## config.mk

```make
export PLATFORM = sky130hd
export DESIGN_NAME = alu_mul_sequencer
export DESIGN_NICKNAME = d
export VERILOG_FILES = /design/src/rtl/alu_mul_sequencer.sv
export SDC_FILE = /design/constraint.sdc
export NUM_CORES = 1
export LEC_CHECK = 0
export BUFFER_PORTS_ARGS = -buffer_cell sky130_fd_sc_hd__buf_4
export CORE_ASPECT_RATIO = 1.4
export CORE_MARGIN = 5
export CORE_UTILIZATION = 50
export DETAILED_ROUTE_END_ITERATION = 16
export GPL_ROUTABILITY_DRIVEN = 0
export PLACE_DENSITY = 0.78
export REMOVE_ABC_BUFFERS = 1
export SLEW_MARGIN = 20
export SYNTH_ARGS = -nofsm -noshare
export SYNTH_HDL_FRONTEND = slang
export SYNTH_SLANG_ARGS = --single-unit
```

## constraint.sdc

```tcl
create_clock -name clk -period 12.8 [get_ports clk]
set_input_delay 1.28 -clock clk [delete_from_list [all_inputs] [get_ports clk]]
set_output_delay 1.28 -clock clk [all_outputs]
set_load 0.005 [all_outputs]
```

## src/rtl/alu_mul_sequencer.sv

```systemverilog
// Multi-cycle unsigned WIDTH x WIDTH -> 2*WIDTH shift-add multiplier.
// It borrows the shared EX-stage ALU for one addition per iteration and
// stalls the pipeline (busy) while it owns the ALU.
module alu_mul_sequencer #(
    parameter int unsigned WIDTH = 32,
    parameter int unsigned CNT_W = 6
) (
    input  logic             clk,
    input  logic             reset,
    input  logic             start,
    input  logic             abort,
    input  logic [WIDTH-1:0] mcand,
    input  logic [WIDTH-1:0] mplier,
    output logic             ready,
    output logic             busy,
    output logic             done,
    output logic [WIDTH-1:0] prod_hi,
    output logic [WIDTH-1:0] prod_lo,
    output logic             alu_sel,
    output logic [WIDTH-1:0] alu_srca,
    output logic [WIDTH-1:0] alu_srcb,
    output logic [2:0]       alu_ctrl,
    input  logic [WIDTH-1:0] alu_result
);

    typedef enum logic [1:0] {
        StIdle,
        StIter,
        StDone
    } state_e;

    localparam logic [CNT_W-1:0] LastCnt = CNT_W'(WIDTH - 1);

    state_e           state_q, state_d;
    logic [WIDTH-1:0] mc_q, mc_d;
    logic [WIDTH-1:0] hi_q, hi_d;
    logic [WIDTH-1:0] lo_q, lo_d;
    logic [CNT_W-1:0] cnt_q, cnt_d;
    logic [WIDTH-1:0] prod_hi_q, prod_hi_d;
    logic [WIDTH-1:0] prod_lo_q, prod_lo_d;

    // The ALU add drops the carry-out; an unsigned wrap means the sum fell below hi.
    logic carry;
    assign carry = (alu_result < hi_q);

    // State and datapath registers, cleared asynchronously on reset.
    always_ff @(posedge clk or posedge reset) begin
        if (reset) begin
            state_q   <= StIdle;
            mc_q      <= '0;
            hi_q      <= '0;
            lo_q      <= '0;
            cnt_q     <= '0;
            prod_hi_q <= '0;
            prod_lo_q <= '0;
        end else begin
            state_q   <= state_d;
            mc_q      <= mc_d;
            hi_q      <= hi_d;
            lo_q      <= lo_d;
            cnt_q     <= cnt_d;
            prod_hi_q <= prod_hi_d;
            prod_lo_q <= prod_lo_d;
        end
    end

    // Next-state, shift-add datapath and ALU borrow decode.
    always_comb begin
        state_d   = state_q;
        mc_d      = mc_q;
        hi_d      = hi_q;
        lo_d      = lo_q;
        cnt_d     = cnt_q;
        prod_hi_d = prod_hi_q;
        prod_lo_d = prod_lo_q;
        alu_sel   = 1'b0;
        alu_srca  = '0;
        alu_srcb  = '0;
        alu_ctrl  = 3'b000;

        unique case (state_q)
            StIdle, StDone: begin
                if (start && !abort) begin
                    mc_d    = mcand;
                    hi_d    = '0;
                    lo_d    = mplier;
                    cnt_d   = '0;
                    state_d = StIter;
                end else begin
                    state_d = StIdle;
                end
            end
            StIter: begin
                alu_sel  = 1'b1;
                alu_srca = hi_q;
                alu_srcb = mc_q;
                alu_ctrl = 3'b000;
                if (abort) begin
                    state_d = StIdle;
                end else begin
                    if (lo_q[0]) begin
                        hi_d = {carry, alu_result[WIDTH-1:1]};
                        lo_d = {alu_result[0], lo_q[WIDTH-1:1]};
                    end else begin
                        hi_d = {1'b0, hi_q[WIDTH-1:1]};
                        lo_d = {hi_q[0], lo_q[WIDTH-1:1]};
                    end
                    cnt_d = cnt_q + 1'b1;
                    if (cnt_q == LastCnt) begin
                        // Product registers only move on entry to DONE.
                        state_d   = StDone;
                        prod_hi_d = hi_d;
                        prod_lo_d = lo_d;
                    end
                end
            end
            default: state_d = StIdle;
        endcase
    end

    // Status outputs decoded from the registered state.
    always_comb begin
        ready   = (state_q != StIter);
        busy    = (state_q == StIter);
        done    = (state_q == StDone);
        prod_hi = prod_hi_q;
        prod_lo = prod_lo_q;
    end

endmodule

```

== Yosys cells after proc, flatten, opt, wreduce, memory -nomap -nowiden ==
Index checks and enable logic that the tools add are counted.
Widths: inputs -> output; s select.
Operators by class
  add/sub/neg operators: 1
  order comparisons: 1
  equality and inequality tests: 7
  muxes and demuxes: 18
  bitwise logic cells: 1
  reduce and logical (&&, ||, !) cells: 8
Operator list (number)
  $mux 32: 8
  $pmux 32 s2: 2
  $lt 32x32->1: 1
  $mux 6: 2
  $pmux 6 s2: 1
  $add 6x1->6 const B: 1
  $eq 6x5->1 const B: 1
  $reduce_and 3->1: 2
  $mux 2: 2
  $ne 2x2->1 const B: 2
  $pmux 2 s2: 1
  $ne 3x2->1 const B: 1
  $eq 2x1->1 const B: 1
  $eq 2x2->1 const B: 1
  $logic_not 2->1: 1
  $mux 1: 2
  $ne 2x1->1 const B: 1
  $reduce_and 2->1: 1
  $reduce_bool 2->1: 1
  $reduce_or 2->1: 1
  $logic_and 1x1->1: 1
  $logic_not 1->1: 1
  $not 1->1: 1
Word-level totals
  flip-flop bits (word level): 168
  bits of input ports: 100
  output and inout bits: 135
  logic and storage cells: 43

== Logic depth before layout (Yosys ltp) ==
  depth in word-level cells: 4
  mapped depth: 9

== Worst setup path after synthesis ==
No wires, ideal clock.
  path type: input to register
  from: input port alu_result[2]
  to: register hi_q[31]
  setup time: 0.095 ns
  data arrival time: 2.659 ns
  data required time: 12.705 ns
  slack: 10.046 ns
  stages: 7
  buffers on the path: 0
  path through: ha_1 a211o_1 a31oi_1 o311a_1 nor3_1 o311a_4 o32ai_2
Between the ends
  word-level cells in the longest chain between the ends: 4
RTL lines
  start: declaration: RTL line 23  | input logic [WIDTH-1:0] alu_result
  $lt 32x32->1: RTL line 44  | assign carry = (alu_result < hi_q);
  $mux 32: RTL line 101  | if (lo_q[0]) begin
  $mux 32: RTL line 98  | if (abort) begin
  $pmux 32 s2: RTL line 81  | unique case (state_q)
  end signal: assignment: RTL line 59  | hi_q <= hi_d;
  end: declaration: RTL line 36  | logic [WIDTH-1:0] hi_q, hi_d;
No other way between the ends. The select of a mux whose other input is x is not followed.
A chain may end at the register's enable or synchronous reset.

== Worst setup path in the final report ==
  from: register state_q[1]
  to: output port alu_srcb[13]
Between the ends
  word-level cells in the longest chain between the ends: 2
RTL lines
  start: declaration: RTL line 34  | state_e state_q, state_d;
  start signal: assignment: RTL line 49  | state_q <= StIdle;
  start signal: assignment: RTL line 57  | state_q <= state_d;
  $eq 2x1->1: RTL line 81
  $mux 32: RTL line 81
  end: declaration: RTL line 21  | output logic [WIDTH-1:0] alu_srcb,
No other way between the ends.

==> impl_metrics.tcl <==
set metrics [dict create \
    drt_wl_total_um 20000 \
    cap_violations 0 \
    fill_cells 1267 \
    min_from "mc_q[15]$_DFFE_PP0P_" \
    fmax_ghz 0.315 \
    postLayoutSetupSlackWorst_ps 9630 \
    min_to "mc_q[15]$_DFFE_PP0P_" \
    cts_root_buf "clkbuf_16" \
    power_frac_comb_pct 22.1 \
    r2r_cells 6 \
    tritoncts "done" \
    postCtsSetupBuffers 0 \
    clk_pin_slew_worst_paths_ps 60 \
    grt.total_usage_pct 21.7 \
    overflow 0 \
    cp-end-kind "output port" \
    wl_met2_um 10700 \
    crit_required_ps 11520 \
    syn_area_sq_mm 0.00786 \
    routedWlPerCell_um 17.2 \
    final_nets 1085 \
    initial_utilization_pct 50.6 \
    numClockSinks 168 \
    slowest_stage "buf_4" \
    leakagePower_uw 0.00517 \
    synth_common_cells "168 x dfrtp_1, 102 x nor2_1, 75 x nand2_1" \
    tns_ps 0 \
    area_growth_pct 30.3 \
    grt_max_degree 94 \
    vias_per_cell 5.32 \
    port_buffers 231 \
    ys_ff_latch 168 \
    synth_cell_types 41 \
    p_sw_share_pct 29.3 \
    post_cts_resized 0 \
    power.share.sequential_pct 43.8 \
    hold_path_depth 1 \
    cts_hold_buffers 0 \
    cp_slowest_stage_delay_ps 510 \
    internal_power_uw 1060 \
    dp_slack_ps 9360 \
    slew_violations 0 \
    synth-edff-count 0 \
    synth_top_cell_by_area "dfrtp_1" \
    fin_skew_ps 16.0 \
    drt_pass1_iterations 7 \
    die_w_um 116 \
    period_share_pct 24.8 \
    max_slew_margin_pct 33.3 \
    rr_startpoint "state_q[1]$_DFFE_PP0P_" \
    rrSetupSlack_ps 9630 \
    postSynthAreaPerCell_sq_um 10.5 \
    top_layer "met4" \
    power_density_mw_per_mm2 146 \
    fp-row-count 54 \
    setup_violations 0 \
    crit_path_start "state_q[1]$_DFFE_PP0P_" \
    design.core.area_sq_mm 0.0155 \
    h-tree-depth 4 \
    drtIter0Drc 329 \
    grt_pass1_vias 6341 \
    yosysWarnings 0 \
    vias 6178 \
    r2r_end "hi_q[23]$_DFFE_PP0P_" \
    clock_latency_ps 430 \
    vdd.ir_drop.worst_mv 0.0982 \
    wl_met3_um 1600 \
    fin_crit_ps 3170 \
    antenna_found_initial 0 \
    cts_buffers 17 \
    placed_cell_area_sq_mm 0.00966 \
    final_hold_viol_count 0 \
    diodes 0 \
    synthArstFlopShare_pct 100 \
    rsz0062_at_grt "no" \
    cts.path.max_buffers 2 \
    crit_top_cell "buf_4" \
    tightest_slew_ps 1000 \
    netSwitchingPower_uw 439 \
    wl_met1_um 7490 \
    crit_chain "nand2b_2 -> inv_2 -> buf_4 -> and2_1 -> buf_4" \
    synth.most_common_cell "dfrtp_1" \
    die_h_um 158 \
    critPathLaunchType "register" \
    grt_pass1_wl_um 31100 \
    postSynthCellCount 745 \
    crit_fanout 67 \
    num_io_pins 235 \
    fin_area_sq_mm 0.0102 \
    dp_hpwl_um 14000 \
    postRouteAntennaNets 0 \
    min_path_type "reg -> reg" \
    synth_area_leaders "dfrtp_1 53%, mux2_2 9.0%, ha_1 5.1%" \
    drc 0 \
    ys_seq_area_share_pct 53.5 \
    drive_above_1_share_pct 35.7 \
    worstPathArrival_ps 1890 \
    synth_top_area_share_pct 53.5 \
    synth_top_flop_cell "dfrtp_1" \
    criticalPathCategory "reg -> out" \
    die_area_sq_mm 0.0184 \
    status "finished clean" \
    clockPowerShare_pct 34.1 \
]
[critical path, delay by kind of cell (launching register included)]
family / cells / cell delay, ps
buffers and inverters: 3 / 670
flip-flops: 1 / 360
AND/OR/NAND/NOR: 2 / 410
[cells by family (layout without fill, tap and decap cells)]
logic type / after synthesis / count (layout) / synth area share, %
adders and majority gates: 32 / 32 / 5.09
AOI/OAI and AO/OA: 127 / 127 / 9.87
DFF: 168 / 168 / 53.5
and+or+nand+nor: 235 / 235 / 13.1
buffers and inverters: 84 / 303 / 4.92
muxes: 96 / 96 / 13.2
other: 1 / 3 / 0.0477
xor gates and xnor gates: 2 / 2 / 0.223
[state kept, by name, summed over array words and instances (netlist names)]
register	cells
hi_q	32
prod_lo	32
mc_q	32
state_q	2
prod_hi	32
lo_q	32
cnt_q	6
[placed cells by master, fill, tap and decap left out, types with 3 or more instances in the layout]
master and n:
o21ai_0 8, mux2_2 63, ha_1 32, nand2_1 74, a21oi_1 46, conb_1 3
o22ai_1 30, clkinv_2 4, mux2i_1 33, inv_6 5, inv_1 31, clkbuf_16 17
dfrtp_1 167, a31oi_1 32, nor2_1 102, nand4_1 7, nand3_1 5, and2_1 33
buf_4 237
[metal layers]
layer,track usage [%],vias to the layer above
met3,7.38,19
met5,0,-
met1,24.1,2990
met2,39.0,207
li1,-,2962
met4,6.58,0
[cell type report]
class                   count  area, sq um  area share (%)
flip-flops and latches    168         4210            41.1
multi-input cells         495         3290            32.2
repair buffers            237         1780            17.4
clock buffers              19          443            4.32
well taps                 196          245            2.39
clock inverters            13          143            1.39
inverters                  34          134            1.31
[per-stage QoR]
step	utilization, %	total power, uW	cells	hold slack [ps]
detailed placement	62.1	998	1130	488
global route	65.9	1580	1162	518
global placement	62.1	984	1130	481
floorplan	-	869	697	466
CTS	65.9	1510	1162	503
finish	65.9	1500	1162	499
[power by group through the flow]
stage / combinational [uW] / clock [uW] / sequential, uW
after floorplan: 209 / 0 / 660
after global placement: 323 / 0 / 661
after detailed placement: 332 / 0 / 666
after CTS: 335 / 520 / 656
after global routing: 371 / 545 / 666
final: 331 / 510 / 656
[how the worst max path moves through the flow]
stage / depth (start not counted) / endpoint
after floorplan: 1 / cnt_q[0]$_DFFE_PP0P_
after detailed placement: 5 / lo_q[9]$_DFFE_PP0P_
after CTS: 4 / alu_srca[3]
final: 5 / alu_srcb[13]
after global placement: 5 / lo_q[0]$_DFFE_PP0P_
after global routing: 7 / lo_q[1]$_DFFE_PP0P_
(Power assumes the default switching activity.)
